## config.mk

```make
export PLATFORM = sky130hd
export DESIGN_NAME = restoring_divider
export DESIGN_NICKNAME = d
export VERILOG_FILES = /design/src/rtl/restoring_divider_pkg.sv /design/src/rtl/restoring_divider_sub17.sv /design/src/rtl/restoring_divider.sv
export SDC_FILE = /design/constraint.sdc
export NUM_CORES = 1
export LEC_CHECK = 0
export BUFFER_PORTS_ARGS = -buffer_cell sky130_fd_sc_hd__buf_2
export CAP_MARGIN = 15
export CORE_MARGIN = 4
export CORE_UTILIZATION = 55
export DETAILED_ROUTE_END_ITERATION = 10
export PLACE_DENSITY = 0.82
export SYNTH_ARGS = -nofsm -noshare
export SYNTH_HDL_FRONTEND = slang
export SYNTH_SLANG_ARGS = --single-unit
```

## constraint.sdc

```tcl
create_clock -name clk -period 17.1 [get_ports clk]
set_input_delay 4.275 -clock clk [delete_from_list [all_inputs] [get_ports clk]]
set_output_delay 4.275 -clock clk [all_outputs]
set_load 0.02 [all_outputs]
```

## src/rtl/restoring_divider_pkg.sv

```systemverilog
// Shared constants and state type for the restoring divider.
`timescale 1ns/1ps
package divider_pkg;

    localparam int WIDTH      = 16;
    localparam int ITER_COUNT = WIDTH;

    typedef enum logic [1:0] {
        ST_IDLE,
        ST_RUN,
        ST_DONE
    } state_t;

endpackage

```

## src/rtl/restoring_divider_sub17.sv

```systemverilog
// 17-bit ripple subtractor: a - b computed as a + ~b + 1 through a chain of full-adder cells.
`timescale 1ns/1ps
module sub17 (
    input  logic [16:0] a,
    input  logic [16:0] b,
    output logic [16:0] diff,
    output logic        borrow
);

    // Carry-out of the top cell is the inverse of the borrow.
    always_comb begin
        logic c;
        logic bn;
        diff = '0;
        c    = 1'b1;
        for (int i = 0; i < 17; i++) begin
            bn      = ~b[i];
            diff[i] = a[i] ^ bn ^ c;
            c       = (a[i] & bn) | (c & (a[i] ^ bn));
        end
        borrow = ~c;
    end

endmodule

```

## src/rtl/restoring_divider.sv

```systemverilog
// Multi-cycle unsigned restoring divider: one quotient bit per clock, with divide-by-zero bypass.
`timescale 1ns/1ps
module restoring_divider #(
    parameter int WIDTH = divider_pkg::WIDTH
) (
    input  logic             clk,
    input  logic             rst_n,
    input  logic             start,
    input  logic [WIDTH-1:0] dividend,
    input  logic [WIDTH-1:0] divisor,
    output logic [WIDTH-1:0] quotient,
    output logic [WIDTH-1:0] remainder,
    output logic             busy,
    output logic             done,
    output logic             div_zero
);
    import divider_pkg::*;

    state_t state;
    state_t state_next;

    logic [WIDTH:0]     r;
    logic [WIDTH-1:0]   q;
    logic [WIDTH-1:0]   divisor_q;
    logic [3:0]         count;
    logic [2*WIDTH:0]   rq_shift;
    logic [WIDTH:0]     r_shift;
    logic [WIDTH:0]     trial;
    logic               borrow;
    logic [WIDTH:0]     r_next;
    logic [WIDTH-1:0]   q_next;
    logic               accept;
    logic               last_iter;

    assign rq_shift  = {r, q} << 1;
    assign r_shift   = rq_shift[2*WIDTH:WIDTH];
    assign accept    = (state == ST_IDLE) && start;
    assign last_iter = (count == 4'(ITER_COUNT - 1));
    assign busy      = (state == ST_RUN);

    sub17 u_sub (
        .a      (r_shift),
        .b      ({1'b0, divisor_q}),
        .diff   (trial),
        .borrow (borrow)
    );

    // A borrow means the trial went negative, so the shifted remainder is restored.
    assign r_next = borrow ? r_shift : trial;
    assign q_next = rq_shift[WIDTH-1:0] | {{(WIDTH-1){1'b0}}, ~borrow};

    always_ff @(posedge clk or negedge rst_n) begin
        if (!rst_n) state <= ST_IDLE;
        else        state <= state_next;
    end

    always_comb begin
        state_next = state;
        case (state)
            ST_IDLE: if (start) state_next = (divisor == '0) ? ST_DONE : ST_RUN;
            ST_RUN:  if (last_iter) state_next = ST_DONE;
            ST_DONE: state_next = ST_IDLE;
            default: state_next = ST_IDLE;
        endcase
    end

    // Results load when DONE is entered; done/div_zero follow one cycle later so they
    // rise together with results already stable.
    always_ff @(posedge clk or negedge rst_n) begin
        if (!rst_n) begin
            r         <= '0;
            q         <= '0;
            divisor_q <= '0;
            count     <= '0;
            quotient  <= '0;
            remainder <= '0;
            done      <= 1'b0;
            div_zero  <= 1'b0;
        end else begin
            done <= (state == ST_DONE);
            if (accept) begin
                divisor_q <= divisor;
                r         <= '0;
                q         <= dividend;
                count     <= '0;
                div_zero  <= 1'b0;
                if (divisor == '0) begin
                    quotient  <= '1;
                    remainder <= dividend;
                end
            end else if (state == ST_RUN) begin
                r     <= r_next;
                q     <= q_next;
                count <= count + 4'd1;
                if (last_iter) begin
                    quotient  <= q_next;
                    remainder <= r_next[WIDTH-1:0];
                end
            end else if ((state == ST_DONE) && (divisor_q == '0)) begin
                div_zero <= 1'b1;
            end
        end
    end

endmodule

```

==> flow_summary.json, run 1 <==
{
  "grt_first_pass_wirelength_um": 15600,
  "criticalPathCategory": "register to register",
  "timing.fmax_mhz": 134,
  "grt_pass1_vias": 3168,
  "setup_viol": 0,
  "routedWlPerCell_um": 17.3,
  "worst_pin_slew_ns": 1.06,
  "slew_viol_final": 0,
  "postCtsSetupRepairBufs": 0,
  "post-place-cells": 526,
  "endpoint_kind": "register",
  "area_delta_synth_final_pct": 15.1,
  "clkSinkCount": 88,
  "io_pins": 70,
  "rr_worst_depth": 24,
  "ys_async_sr_fraction": 1.00,
  "combPwrFrac": 0.481,
  "core_um2": 7290,
  "dr.pass1.iters": 4,
  "cts_max_path_buffers": 2,
  "cap_violations": 0,
  "synthFlopType": "dfrtp_1",
  "synth-seq-cells": 88,
  "cts_buffers": 9,
  "path_max_fanout": 14,
  "gp_congestion": 0.809,
  "gr-total-overflow": 0,
  "ctsHoldBuffers": 0,
  "critPathMostFrequentCell": "fa_1",
  "die_h_um": 94.7,
  "syn_inst": 376,
  "drt_wl_total_um": 9390,
  "finalCritPeriodShare": 0.437,
  "cp-start-kind": "register",
  "peakVddDrop_uv": 112,
  "place_hpwl_um": 6660,
  "cp_cell_sequence": "inv_1, ha_1, inv_1, fa_1, fa_1, fa_1, fa_1, fa_1, fa_1, fa_1, fa_1, fa_1, fa_1, fa_1, fa_1, fa_1, inv_1, fa_1, fa_1, nor2b_1, buf_4, mux2i_1, a21oi_1, mux2_1",
  "min_path_type": "register to register",
  "dieArea_um2": 8960,
  "swShare": 0.422,
  "placementRows": 31,
  "status": "finished clean",
  "cts_tree": "done",
  "synth_cell_types": 35,
  "io_buffers": 69,
  "vias_per_cell": 5.72,
  "reg2reg_from": "q[15]",
  "p_clk_frac": 0.142,
  "regToRegSetupSlack_ns": 9.62,
  "worstSkewPairLatency_ns": 0.36,
  "power.switching_uw": 431,
  "cp.required_ns": 17.34,
  "p_leak_uw": 0.00212,
  "drt_iter0_markers": 268,
  "die_w_um": 94.7,
  "stdcell_count": 543,
  "utilization": 0.652,
  "cts.repair.resized": 0,
  "antenna_found_initial": 0,
  "syn-num-nets": 428,
  "holdPathStages": 1,
  "syn_avg_cell_area_um2": 11.0,
  "vias": 3104,
  "finalCriticalPeriod_ns": 7.48,
  "crit_slowest_cell": "fa_1",
  "diodes": 0,
  "root_buffer": "clkbuf_8",
  "slowest_delay_ns": 0.43,
  "holdPathEnd": "quotient[15]",
  "tns_ns": 0,
  "hp-start": "quotient[15]",
  "hold_viol_final": 0,
  "syn_area_um2": 4130,
  "finClkSkew_ns": 0.00963,
  "ys_seq_area_frac": 0.533,
  "grt_max_degree": 89,
  "maxSlewHeadroom": 0.293,
  "antenna_left": 0,
  "yosysWarnings": 0,
  "power_density_nw_per_um2": 215,
  "htreeDepth": 3,
  "drcViolationCount": 0,
  "drive_gt1_frac": 0.223,
  "pwr-share-seq": 0.377,
  "r2r_end": "remainder[8]",
  "synth_edf_count": 0,
  "layout.nets": 491,
  "clkTransAtPathRegs_ns": 0.08,
  "worstPathArrival_ns": 7.72,
  "start_util": 0.567,
  "grt_usage": 0.226,
  "rsz0062_at_grt": "false",
  "p_int_uw": 591
}
[metal layers]
layer  part of all wire  GRT usage
met1               0.42      0.298
met2               0.50      0.365
met3              0.047     0.0375
met4              0.026      0.112
met5                  0          0
[final cells by class]
cell class / instances / area [um^2]
Multi-Input combinational cell: 246 / 1750
Tap cell: 99 / 124
Timing Repair Buffer: 75 / 413
Clock buffer: 10 / 128
Inverter: 19 / 71.3
Fill cell: 604 / 2540
Clock inverter: 6 / 68.8
Sequential cell: 88 / 2200
[placed cells by master (no fill, tap or decap), types with 2 or more instances in the layout]
| cell type | count |
|---|---|
| dfrtp_1 | 88 |
| and2_1 | 2 |
| o21ai_0 | 44 |
| fa_1 | 15 |
| inv_1 | 19 |
| buf_4 | 6 |
| clkbuf_8 | 9 |
| nand2_1 | 57 |
| buf_2 | 68 |
| mux2_1 | 12 |
| nor4_1 | 8 |
| o22a_1 | 16 |
| nor2_1 | 16 |
| nand2b_1 | 3 |
| o41ai_1 | 2 |
| nor2b_1 | 3 |
| o31ai_1 | 2 |
| a22o_1 | 3 |
| clkinv_4 | 2 |
| ha_1 | 2 |
| a21oi_1 | 14 |
| mux2_2 | 5 |
| mux2i_1 | 15 |
| a22oi_1 | 15 |
| nand4_1 | 2 |
[registers in the layout, summed over array words and instances (netlist names)]
name,count
q,16
r,16
quotient,16
divisor_q,16
div_zero,1
count,4
done,1
state,2
remainder,16
[cell families (layout without fill, tap and decap cells)]
family,Yosys count,count (layout),synth area share
AO/OA/AOI/OAI,100,100,0.156
AND/OR/NAND/NOR,97,97,0.105
flip-flops,88,88,0.533
buffers and inverters,42,110,0.0445
multiplexers,32,32,0.0827
adder cells (fa/ha/maj),17,17,0.0787
[synthesized netlist by cell type (all sizes together), types with 2 or more instances]
| master | number | area share |
|---|---|---|
| a22oi | 15 | 0.027 |
| fa | 15 | 0.073 |
| a22o | 3 | 0.0064 |
| nand2 | 57 | 0.052 |
| nor2b | 3 | 0.0045 |
| and2 | 2 | 0.0030 |
| nand2b | 3 | 0.0045 |
| o21ai | 45 | 0.057 |
| o31ai | 2 | 0.0036 |
| mux2i | 15 | 0.036 |
| ha | 2 | 0.0061 |
| o41ai | 2 | 0.0042 |
| nor4 | 8 | 0.012 |
| dfrtp | 88 | 0.53 |
| nor2 | 16 | 0.015 |
| clkbuf | 14 | 0.013 |
| o22a | 16 | 0.034 |
| a21oi | 14 | 0.017 |
| buf | 9 | 0.015 |
| nand4 | 2 | 0.0030 |
| inv | 19 | 0.017 |
| mux2 | 17 | 0.046 |
[worst max-delay path, delay by kind of cell (launching register included)]
kind                       cells  cell delay, ns
muxes                          2            0.65
buffers and inverters          4            0.46
AOI/OAI and AO/OA              1            0.11
and+or+nand+nor                1            0.13
DFF                            1            0.41
adders and majority gates     16            5.60
[worst max-delay path by stage]
stage	from	endpoint	cells after the start
after global routing	q[15]	remainder[8]	24
after floorplan	q[15]	remainder[10]	25
final	q[15]	remainder[8]	24
after detailed placement	q[15]	remainder[8]	24
after global placement	q[15]	remainder[7]	24
after CTS	q[15]	remainder[8]	24
[per-stage QoR]
| step | hold slack [ns] | total power [uW] | setup slack [ns] | cell area [um^2] |
|---|---|---|---|---|
| after global placement | 0.462 | 858 | 9.80 | 4530 |
| after CTS | 0.493 | 1030 | 9.60 | 4730 |
| final | 0.487 | 1020 | 9.62 | 4760 |
| after global routing | 0.513 | 1110 | 9.32 | 4760 |
| after detailed placement | 0.472 | 882 | 9.63 | 4530 |
| after floorplan | 0.443 | 726 | 9.95 | 4130 |
[power groups by stage]
stage          Sequential [uW]  Clock (uW)  Combinational, uW
6_report                   385         145                492
5_1_grt                    397         158                552
4_1_cts                    385         149                497
3_5_place_dp               388           0                494
3_3_place_gp               384           0                474
2_1_floorplan              416           0                310
(Power assumes the default switching activity.)
==> run 2, diff against run 1 <==
Clock period 17.1 ns to 7.38 ns, I/O delays scaled along.
==> flow_summary.json, run 2 (synthesis results as in run 1) <==
{
  "core_um2": 7290,
  "worst_pin_slew_ns": 1.03,
  "drt_wl_total_um": 9450,
  "htreeDepth": 3,
  "mostFrequentLayoutCell": "dfrtp_1",
  "grt_usage": 0.230,
  "power_density_nw_per_um2": 531,
  "start_util": 0.567,
  "holdPathEnd": "remainder[14]",
  "area_delta_synth_final_pct": 18.2,
  "ctsHoldBuffers": 0,
  "fillCellCount": 580,
  "met3_length_um": 427,
  "regToRegSetupSlack_ns": 0.19,
  "finalCriticalPeriod_ns": 7.19,
  "cp-start-kind": "register",
  "layout.nets": 494,
  "finClkSkew_ns": 0.00967,
  "top_layer": "met4",
  "cp.required_ns": 7.63,
  "maxSlewHeadroom": 0.309,
  "post-place-cells": 527,
  "grt_first_pass_wirelength_um": 15600,
  "diodes": 0,
  "drt_iter0_markers": 244,
  "drive_gt1_frac": 0.266,
  "setup_viol": 0,
  "met1_length_um": 3840,
  "cts_buffers": 9,
  "cts_max_path_buffers": 2,
  "peakVddDrop_uv": 267,
  "die_w_um": 94.7,
  "r2r_end": "remainder[10]",
  "placementRows": 31,
  "stdcell_count": 546,
  "hold_viol_final": 0,
  "multi_input_area_um2": 1860,
  "gr-total-overflow": 0,
  "antenna_left": 0,
  "cts_tree": "done",
  "holdPathStages": 1,
  "endpoint_kind": "register",
  "total_power_uw": 2590,
  "io_buffers": 69,
  "p_leak_uw": 0.00213,
  "drcViolationCount": 0,
  "worstSkewPairLatency_ns": 0.37,
  "regArea_um2": 2200,
  "timing.fmax_mhz": 139,
  "routedWlPerCell_um": 17.3,
  "criticalPathCategory": "register to register",
  "vias_per_cell": 5.73,
  "min_path_type": "register to register",
  "antenna_found_initial": 0,
  "finalCritPeriodShare": 0.974,
  "clkTransAtPathRegs_ns": 0.08,
  "vias": 3126,
  "dr.pass1.iters": 4,
  "gp_congestion": 0.773,
  "die_h_um": 94.7,
  "grt_pass1_vias": 3175,
  "path_max_fanout": 6,
  "place_hpwl_um": 6630,
  "reg2reg_from": "q[15]",
  "status": "finished clean",
  "hp-start": "remainder[14]",
  "worstPathArrival_ns": 7.43,
  "rr_worst_depth": 24,
  "clkSinkCount": 88,
  "slew_viol_final": 0,
  "grt_max_degree": 89,
  "root_buffer": "clkbuf_8",
  "io_pins": 70,
  "dieArea_um2": 8960,
  "cap_violations": 0,
  "wl_met2_um": 4870,
  "final_cell_mix": "dfrtp_1, buf_2, nand2_1"
}
run 2: repair_timing:
item                                    in CTS  in global routing
endpoints found under the setup margin      14                 14
setup buffers                                0                  1
gates cloned                                 1                  0
resized for setup                           16                 13
run 2: power breakdown:
group	leakage, uW	internal (uW)	switching (uW)	total, uW
clock network	0.0000854	122	177	299
registers	0.00106	720	181	901
logic	0.000983	656	737	1390
total	0.00213	1500	1090	2590
run 2: worst max-delay path, cell delays in order (launching register included):
cell,delay [ns]
dfrtp_1,0.38
inv_1,0.06
ha_1,0.15
inv_1,0.05
fa_1,0.37
fa_1,0.38
fa_1,0.39
fa_1,0.39
fa_1,0.38
fa_1,0.39
fa_2,0.36
fa_2,0.35
fa_1,0.39
fa_2,0.35
fa_2,0.37
fa_2,0.36
fa_1,0.37
inv_1,0.08
fa_1,0.19
fa_2,0.21
nor2b_4,0.22
buf_12,0.17
mux2i_4,0.25
a21oi_1,0.09
mux2_1,0.31
run 2: cell type report:
cell class                      count  share of cell area
Sequential cell                    88               0.451
Multi-Input combinational cell    246               0.381
Timing Repair Buffer               78              0.0933
Clock buffer                        9              0.0254
Tap cell                           99              0.0254
Inverter                           19              0.0146
Clock inverter                      7             0.00974
run 2: metrics by stage:
stage / instance area [um^2] / setup TNS [ns] / worst slack, ns / util / hold slack (ns)
6_report: 4880 / 0 / 0.195 / 0.670 / 0.481
5_1_grt: 4880 / -0.00250 / -0.00250 / 0.670 / 0.505
4_1_cts: 4790 / 0 / 0.0307 / 0.657 / 0.488
3_5_place_dp: 4540 / -0.965 / -0.158 / 0.623 / 0.469
3_3_place_gp: 4540 / 0 / 0.0925 / 0.623 / 0.463
2_1_floorplan: 4130 / 0 / 0.228 / - / 0.443
run 2: layer usage:
metal / vias up / GRT usage
met1: 1560 / 0.296
met2: 98 / 0.372
met4: 0 / 0.113
met3: 24 / 0.0446
li1: 1444 / -
met5: - / 0
run 2: worst max path at each step:
| stage | from | to | slack (ns) | depth (start not counted) |
|---|---|---|---|---|
| after floorplan | q[15] | remainder[10] | 0.23 | 25 |
| after global placement | q[15] | remainder[6] | 0.09 | 24 |
| after detailed placement | q[15] | remainder[10] | -0.16 | 24 |
| after CTS | q[15] | remainder[10] | 0.03 | 24 |
| after global routing | q[15] | remainder[8] | -0.003 | 24 |
| final | q[15] | remainder[10] | 0.19 | 24 |
==> run 3, diff against run 2 <==
Settings changed: ABC_AREA from default to 1.
==> flow_summary.json, run 3 <==
{
  "slowest_delay_ns": 0.41,
  "clkTransAtPathRegs_ns": 0.09,
  "finalCritPeriodShare": 0.960,
  "ys_seq_area_frac": 0.487,
  "cts_max_path_buffers": 2,
  "pwr-share-seq": 0.318,
  "grt_first_pass_wirelength_um": 18500,
  "synth_top_area_cell": "dfrtp_1",
  "layout.nets": 628,
  "cts_buffers": 9,
  "finalCriticalPeriod_ns": 7.08,
  "utilization": 0.647,
  "cp-start-kind": "register",
  "criticalPathCategory": "register to register",
  "holdPathStages": 1,
  "drt_iter0_markers": 315,
  "worstPathArrival_ns": 7.39,
  "clkSinkCount": 88,
  "p_int_uw": 1400,
  "drive_gt1_frac": 0.203,
  "min_path_type": "register to register",
  "p_leak_uw": 0.00260,
  "reg2reg_from": "q[15]",
  "placementRows": 32,
  "synth.area.top_cells": "dfrtp_1, nand2_1, nand3_1",
  "cap_violations": 0,
  "io_pins": 70,
  "finClkSkew_ns": 0.0165,
  "syn-num-nets": 573,
  "place_hpwl_um": 7540,
  "setup_viol": 0,
  "maxSlewHeadroom": 0.215,
  "r2r_end": "remainder[13]",
  "fillCellCount": 661,
  "drt_wl_total_um": 11000,
  "antenna_left": 0,
  "path_max_fanout": 16,
  "cp.required_ns": 7.68,
  "timing.fmax_mhz": 141,
  "post-place-cells": 667,
  "swShare": 0.472,
  "crit_slowest_cell": "fa_1",
  "area_delta_synth_final_pct": 12.4,
  "critPathMostFrequentCell": "fa_1",
  "mostFrequentLayoutCell": "nand2_1",
  "synthFlopType": "dfrtp_1",
  "status": "finished clean",
  "root_buffer": "clkbuf_8",
  "diodes": 0,
  "grt_usage": 0.237,
  "hp-start": "count[0]",
  "p_clk_frac": 0.130,
  "synthDominantCellAreaShare": 0.487,
  "tns_ns": 0,
  "cts_tree": "done",
  "drcViolationCount": 0,
  "cts.repair.resized": 0,
  "grt_pass1_vias": 3802,
  "syn_avg_cell_area_um2": 8.68,
  "gp_congestion": 0.920,
  "synth_compound_area_frac": 0.0786,
  "synth_most_common_cell": "nand2_1",
  "die_w_um": 98.7,
  "dp_slack_ns": 0.149,
  "io_buffers": 69,
  "htreeDepth": 3,
  "core_um2": 7850,
  "syn_inst": 521,
  "syn_area_um2": 4520,
  "ys_async_sr_fraction": 1.00,
  "yosys.area_share.xor_xnor": 0,
  "gr-total-overflow": 0,
  "holdPathEnd": "count[0]",
  "fin_ws_ns": 0.297,
  "regToRegSetupSlack_ns": 0.30,
  "grt_max_degree": 51,
  "synthAdderAreaFrac": 0.0720,
  "antenna_found_initial": 0,
  "slew_viol_final": 0,
  "yosysWarnings": 0,
  "final_cell_mix": "nand2_1, dfrtp_1, nand3_1",
  "synth_top_family_by_area": "simple AND/OR/NAND/NOR gates",
  "dieArea_um2": 9730,
  "peakVddDrop_uv": 274,
  "postCtsSetupRepairBufs": 0,
  "stdcell_count": 683,
  "power.switching_uw": 1250,
  "synth.area.mux_share": 0,
  "routedWlPerCell_um": 16.1,
  "combPwrFrac": 0.552,
  "rr_worst_depth": 26,
  "vias_per_cell": 5.61,
  "synth_edf_count": 0,
  "synth_simple_gate_area_share": 0.280,
  "ctsHoldBuffers": 0,
  "worstSkewPairLatency_ns": 0.37,
  "power_density_nw_per_um2": 522,
  "die_h_um": 98.7,
  "synth_cell_types": 23,
  "netlist_top_cells_count": "nand2_1, dfrtp_1, nand3_1, inv_1",
  "synth-seq-cells": 88,
  "worst_pin_slew_ns": 1.18,
  "start_util": 0.576,
  "hold_viol_final": 0,
  "vias": 3830,
  "endpoint_kind": "register",
  "dr.pass1.iters": 5
}
## run 3: changes by cell type after synthesis, sizes merged, moves of 12 or more
cell,change
nand2,+130
buf,+16
mux2i,-15
a22oi,-15
o22a,-16
a21oi,-13
mux2,-17
inv,+26
nand3,+82
o221ai,+16
o21ai,-12
## run 3: layout make-up
cell class	count	area, um^2	area share
clock buffer	9	124	0.0244
clock inverter	7	77.6	0.0153
inverter	45	176	0.0347
multi-input combinational	359	1960	0.386
sequential	88	2200	0.433
tap	102	128	0.0251
timing repair buffer	73	410	0.0808
## run 3: layer usage
metal,share of wire,vias to the layer above,GRT usage,routed length (um)
li1,-,1799,-,-
met1,0.40,1811,0.307,4350
met2,0.50,193,0.391,5540
met3,0.074,27,0.0488,815
met4,0.025,0,0.0987,274
met5,0,-,0,0
## run 3: worst max path at each step
| stage | startpoint | endpoint | slack (ns) | cells past startpoint |
|---|---|---|---|---|
| global placement | q[15] | remainder[13] | 0.42 | 26 |
| global route | q[15] | remainder[9] | -0.02 | 26 |
| CTS | q[15] | remainder[13] | 0.09 | 26 |
| finish | q[15] | remainder[13] | 0.30 | 26 |
| floorplan | q[15] | remainder[11] | 0.58 | 28 |
| detailed placement | q[15] | remainder[8] | 0.15 | 26 |
## run 3: per-stage QoR
stage	area (um^2)	total power, uW	hold slack, ns
4_1_cts	5050	2610	0.505
2_1_floorplan	4520	1910	0.467
3_3_place_gp	4820	2180	0.477
6_report	5080	2650	0.503
5_1_grt	5080	2900	0.529
3_5_place_dp	4850	2250	0.486
## run 3: critical path: cells and delay by family (launching register included)
| kind | cells | cell delay [ns] |
|---|---|---|
| fa+ha+maj | 16 | 5.69 |
| buf+inv | 4 | 0.39 |
| simple gates | 6 | 0.57 |
| flops | 1 | 0.38 |
## run 3: cells by family after synthesis
kind of cell,Yosys count
and+or+nand+nor,292
DFF,88
buffers and inverters,74
AOI/OAI and AO/OA,50
adders and majority gates,17
## run 3: power groups by stage
stage / combinational [uW] / sequential [uW] / clock [uW]
2_1_floorplan: 987 / 923 / 0
3_3_place_gp: 1340 / 841 / 0
3_5_place_dp: 1400 / 849 / 0
4_1_cts: 1420 / 842 / 348
5_1_grt: 1650 / 873 / 371
6_report: 1460 / 844 / 344
